$ cat src/rtl/s_term_switch_matrix_cfg.sv
// South-terminal switch matrix: per-lane source select (loopback, UIO, 0, 1) with optional
// output register, configured through a serial shadow register and an atomic commit.
module s_term_switch_matrix_cfg #(
    parameter int unsigned LB_W = 16
) (
    input  logic            UserCLK,
    input  logic            RESET,
    input  logic [LB_W-1:0] s_end,
    input  logic [LB_W-1:0] uio_fout,
    output logic [LB_W-1:0] n_beg,
    output logic [LB_W-1:0] uio_fin,
    output logic            Co0,
    input  logic            cfg_din,
    input  logic            cfg_shift,
    input  logic            cfg_commit,
    output logic            cfg_dout,
    output logic            cfg_err
);

    localparam int unsigned CFG_W = 3 * LB_W;
    localparam int unsigned CNT_W = $clog2(CFG_W + 1);
    localparam logic [CNT_W-1:0] CntFull = CNT_W'(CFG_W);

    logic [CFG_W-1:0] shadow_q, shadow_d;
    logic [CFG_W-1:0] active_q, active_d;
    logic [CNT_W-1:0] cnt_q, cnt_d, cnt_shift;
    logic             err_q, err_d;
    logic [LB_W-1:0]  lane_q;
    logic [LB_W-1:0]  lane_mux;

    // Shift happens first; a same-cycle commit judges the post-shift count and shadow.
    always_comb begin
        shadow_d  = shadow_q;
        cnt_shift = cnt_q;
        if (cfg_shift) begin
            shadow_d = {shadow_q[CFG_W-2:0], cfg_din};
            if (cnt_q != CntFull) begin
                cnt_shift = cnt_q + CNT_W'(1);
            end
        end
        active_d = active_q;
        err_d    = err_q;
        cnt_d    = cnt_shift;
        if (cfg_commit) begin
            cnt_d = '0;
            if (cnt_shift == CntFull) begin
                active_d = shadow_d;
                err_d    = 1'b0;
            end else begin
                err_d = 1'b1;
            end
        end
    end

    // All-zero config gives the mirrored loopback of the fixed terminal tile.
    always_comb begin
        lane_mux = '0;
        n_beg    = '0;
        uio_fin  = '0;
        for (int i = 0; i < int'(LB_W); i++) begin
            case (active_q[3*i +: 2])
                2'b00:   lane_mux[i] = s_end[int'(LB_W) - 1 - i];
                2'b01:   lane_mux[i] = uio_fout[int'(LB_W) - 1 - i];
                2'b10:   lane_mux[i] = 1'b0;
                default: lane_mux[i] = 1'b1;
            endcase
            n_beg[i]   = active_q[3*i + 2] ? lane_q[i] : lane_mux[i];
            uio_fin[i] = s_end[int'(LB_W) - 1 - i];
        end
    end

    always_ff @(posedge UserCLK or posedge RESET) begin
        if (RESET) begin
            shadow_q <= '0;
            active_q <= '0;
            cnt_q    <= '0;
            err_q    <= 1'b0;
            lane_q   <= '0;
        end else begin
            shadow_q <= shadow_d;
            active_q <= active_d;
            cnt_q    <= cnt_d;
            err_q    <= err_d;
            // Loaded every cycle so enabling the register never shows a stale value.
            lane_q   <= lane_mux;
        end
    end

    assign Co0      = 1'b0;
    assign cfg_dout = shadow_q[CFG_W-1];
    assign cfg_err  = err_q;

endmodule
$ cat config.mk
export PLATFORM = sky130hd
export DESIGN_NAME = s_term_switch_matrix_cfg
export DESIGN_NICKNAME = d
export VERILOG_FILES = /design/src/rtl/s_term_switch_matrix_cfg.sv
export SDC_FILE = /design/constraint.sdc
export NUM_CORES = 1
export LEC_CHECK = 0
export BUFFER_PORTS_ARGS = -buffer_cell sky130_fd_sc_hd__buf_2
export CORE_MARGIN = 2
export CORE_UTILIZATION = 45
export CTS_CLUSTER_SIZE = 10
export DETAILED_ROUTE_END_ITERATION = 7
export PLACE_DENSITY = 0.65
export SYNTH_ARGS = -nofsm -noshare
export SYNTH_HDL_FRONTEND = slang
export SYNTH_SLANG_ARGS = --single-unit
$ cat constraint.sdc
create_clock -name UserCLK -period 4.6 [get_ports UserCLK]
set_clock_uncertainty 0.2 [all_clocks]
set_input_delay 0.46 -clock UserCLK [delete_from_list [all_inputs] [get_ports UserCLK]]
set_output_delay 0.46 -clock UserCLK [all_outputs]
set_load 0.05 [all_outputs]
Word-level counts from Yosys, hierarchy flattened:

Cells that the tools add are included.

* flip-flop bits (word level): 119
* bits of input ports: 37
* output and inout bits: 35
* logic and storage cells: 94

* $add $sub $neg: 1
* equality and inequality tests: 34
* multiplexer cells: 37
* reduce and logical (&&, ||, !) cells: 17

Operators with widths (number)
* two-way mux 48 bit: 1
* one-hot mux 1 bit (3 select lines): 16
* equality test 2 x 1 -> 1 bit, second input constant: 16
* equality test 2 bit, second input constant: 16
* logical NOT 2 bit: 16
* two-way mux 6 bit: 3
* two-way mux 1 bit: 17
* adder 6 x 1 -> 6 bit, second input constant: 1
* equality test 6 bit, second input constant: 1
* != test 6 bit, second input constant: 1
* AND reduction 2 bit: 1

Depth between registers and ports, before layout:

* depth after elaboration: 5
* gate-level depth with buffers: 8
* mapped depth without buffers: 6

Worst setup path before layout:

Ideal clock, no wire load.

* path kind: register to register
* start point: register cnt_q[0]
* end point: register active_q[0]
* library setup time: 0.125 ns
* arrival: 1.919 ns
* data required time: 4.275 ns
* setup slack: 2.356 ns
* cell stages (with the launch flop): 9
* buffers on the path: 2
* period minus slack after synthesis: 2.244 ns
* path through: dfrtp_1 > inv_1 > ha_1 > nand4_2 > mux2i_1 > o311a_1 > buf_4 > buf_6 > mux2_4

* cells in the longest elaborated chain, start to end: 5
* elaborated cells on any way between the ends: 6
* those cells by class: add/sub (1); eq/ne (2); mux (2); reduce/logical (1)

RTL lines
* from (decl): line 26 `logic [CNT_W-1:0] cnt_q, cnt_d, cnt_shift;`
* from (signal assigned): line 82 `cnt_q <= cnt_d;`
* adder 6 x 1 -> 6 bit or != test 6 bit (tied branches): line 38, 37
* two-way mux 6 bit: line 37 `if (cnt_q != CntFull) begin`
* two-way mux 6 bit (*): line 35 `if (cfg_shift) begin`
* equality test 6 bit (*): line 46 `if (cnt_shift == CntFull) begin`
* AND reduction 2 bit (no source line) (*)
* to (signal assigned): line 81 `active_q <= active_d;`
* to (decl): line 25 `logic [CFG_W-1:0] active_q, active_d;`

Every way passes the cells marked *; elsewhere a longest branch is shown, timed or not.
A chain may end at the register's enable or synchronous reset.

Final worst setup path:

* start point: register cnt_q[0]
* end point: register active_q[38]

Same word-level chain as after synthesis.

==> results.json <==
{
  "outcome": "finished clean",
  "clk_latency_ns": 0.52,
  "vias": 2970,
  "wl_mm": 8.27,
  "syn_to_final_growth_pct": 25.2,
  "finalSetupTns_ns": 0,
  "cp.required_ns": 4.80,
  "ys_ff_latch": 119,
  "n_fill_cell": 890,
  "drive_above_1_share": 0.457,
  "fin_crit_ns": 3.09,
  "cts.clk_slew.worst_paths_ns": 0.05,
  "postSynthAreaPerCell_sq_um": 13.6,
  "nNetsFinal": 501,
  "ys_types": 26,
  "p_leak_nw": 3.09,
  "antenna_found_initial": 0,
  "cts_buffers": 17,
  "cap_violations": 0,
  "synthesis.instances": 367,
  "drt_iter0_drc": 118,
  "boundaryPins": 72,
  "ctsResizeCount": 0,
  "path_class": "reg -> reg",
  "synth_nets": 406,
  "cp_max_fo": 32,
  "gp_congestion": 0.823,
  "start_kind": "flip-flop",
  "fin_crit_sh": 0.672,
  "die_w_um": 109,
  "place_inst": 551,
  "rsz0062_at_grt": "false",
  "postCtsSetupBuffers": 0,
  "clk_path_buf_depth": 2,
  "grt-ovfl-total": 0,
  "antenna_cells": 0,
  "clock-sinks": 119,
  "grt_pass1_wl_mm": 14.7,
  "viasPerCell": 4.85,
  "drt_pass1_iterations": 4,
  "die_h_um": 109,
  "core.rowCount": 38,
  "grt_pass1_vias": 3204,
  "cts_tree": "built",
  "endpoint_kind": "flip-flop",
  "start_util": 0.460,
  "slew_headroom": 0.412,
  "final-setup-viol-count": 0,
  "peakVddDrop_uv": 220,
  "die_area_sq_mm": 0.0119,
  "max_freq_mhz": 323,
  "worstMarginPinSlew_ns": 0.882,
  "ys_seq_area_frac": 0.597,
  "syn-cell-area_sq_mm": 0.00499,
  "io_buffers": 70,
  "cts_root_buffer": "clkbuf_8",
  "cts_hold_buf": 32,
  "slew_viol_final": 0,
  "final_cells": 613,
  "hold_viol_final": 0,
  "wl_per_cell_um": 13.5,
  "worstHoldPathType": "in -> reg",
  "htree_levels": 4,
  "crit_arrival_ns": 3.29,
  "pwr_density_cell_mw_per_mm2": 451,
  "drc_errors": 0,
  "grt_max_degree": 66,
  "synth_warnings": 0,
  "grt_use_total": 0.162,
  "core_sq_mm": 0.0108,
  "detail-route-antenna-nets": 0,
  "hpwlAfterDp_mm": 5.31
}
## power breakdown
group / internal [mW] / switching [mW] / leakage, nW / total, mW
sequential: 1.17 / 0.0532 / 1.57 / 1.22
combinational: 0.146 / 0.168 / 1.24 / 0.314
clock: 0.845 / 0.441 / 0.277 / 1.29
## state kept, by name, summed over array words and instances, names as in the netlist
signal	cells
cnt_q	6
lane_q	16
cfg_err	1
active_q	48
shadow_q	48
## cell families (layout without fill, tap and decap cells)
kind of cell               after synthesis  count (layout)  synth area share
DFF                                    119             119             0.597
adders and majority gates                2               2           0.00501
buffers and inverters                   34             140            0.0424
other                                    1               1          0.000751
muxes                                  115             115             0.265
xor gates and xnor gates                 3               3           0.00527
and+or+nand+nor                         71              71            0.0597
AOI/OAI and AO/OA                       22              22            0.0248
## critical path, cell delays in order (launching register included)
cell and delay, ns:
dfrtp_1 0.43, inv_1 0.12, ha_1 0.30, mux2i_1 0.17
and3_1 0.19, o311a_2 0.77, buf_4 0.40, mux2_2 0.37
## cells in the final DEF, fill, tap and decap left out, drive strengths merged, types with 3 or more instances in the layout
cell / n
nand4: 5
buf: 74
o21ai: 17
bufinv: 3
dlygate4sd3: 32
mux2i: 3
dfrtp: 119
nand2: 36
clkinv: 3
inv: 4
mux2: 112
nor2: 26
clkbuf: 22
## area by class of cell
cell class / count / area (sq um) / share of cell area
multi-input combinational: 214 / 1800 / 0.288
sequential: 119 / 2980 / 0.476
tap: 140 / 175 / 0.0280
timing repair buffer: 106 / 701 / 0.112
inverter: 4 / 17.5 / 0.00280
clock inverter: 8 / 124 / 0.0198
clock buffer: 22 / 453 / 0.0725
## path summary, 6_finish.rpt
check,start,endpoint,slack (ns),cells past startpoint
setup reg to reg,cnt_q[0],active_q[38],1.51,7
setup / recovery,cnt_q[0],active_q[38],1.51,7
min in group asynchronous,RESET,lane_q[1],0.44,3
hold reg to reg,cfg_err,cfg_err,0.29,2
hold / removal,s_end[0],lane_q[15],0.006,3
max in group asynchronous,RESET,shadow_q[3],2.87,4
## layer usage
metal | routed length [um] | part of all wire | track usage | vias to the layer above
met2 | 4040 | 0.49 | 0.260 | 48
met3 | 336 | 0.041 | 0.0551 | 16
met4 | 141 | 0.017 | 0.0732 | 0
met5 | 0 | 0 | 0 | -
li1 | - | - | - | 1444
met1 | 3760 | 0.45 | 0.198 | 1462
## through the flow
stage	instance area, sq um	total power [mW]	hold WS, ns	utilization	worst slack [ns]
finish	6250	2.82	0.00598	0.577	1.51
global route	6250	2.95	0.0236	0.577	1.28
CTS	6250	2.85	0.00101	0.577	1.48
detailed placement	5350	1.53	0.277	0.494	1.21
global placement	5350	1.52	0.276	0.494	1.28
floorplan	4990	1.46	0.287	-	0.783
## Yosys cell counts, drive strengths merged
master	n	share of area
nor3	1	0.0010
dfrtp	119	0.60
and4b	1	0.0020
o221ai	1	0.0018
nand2	36	0.027
a21oi	1	0.0010
mux2i	3	0.0060
o21a	1	0.0015
and3	2	0.0025
ha	2	0.0050
o21ai	17	0.017
mux2	112	0.26
a22oi	1	0.0015
o311a	1	0.0020
nand4	5	0.0075
xor2	2	0.0035
xnor2	1	0.0018
conb	1	0.00075
inv	4	0.0030
buf	30	0.039
nor2	26	0.020
Note: power is estimated with default switching activity, not from simulation.
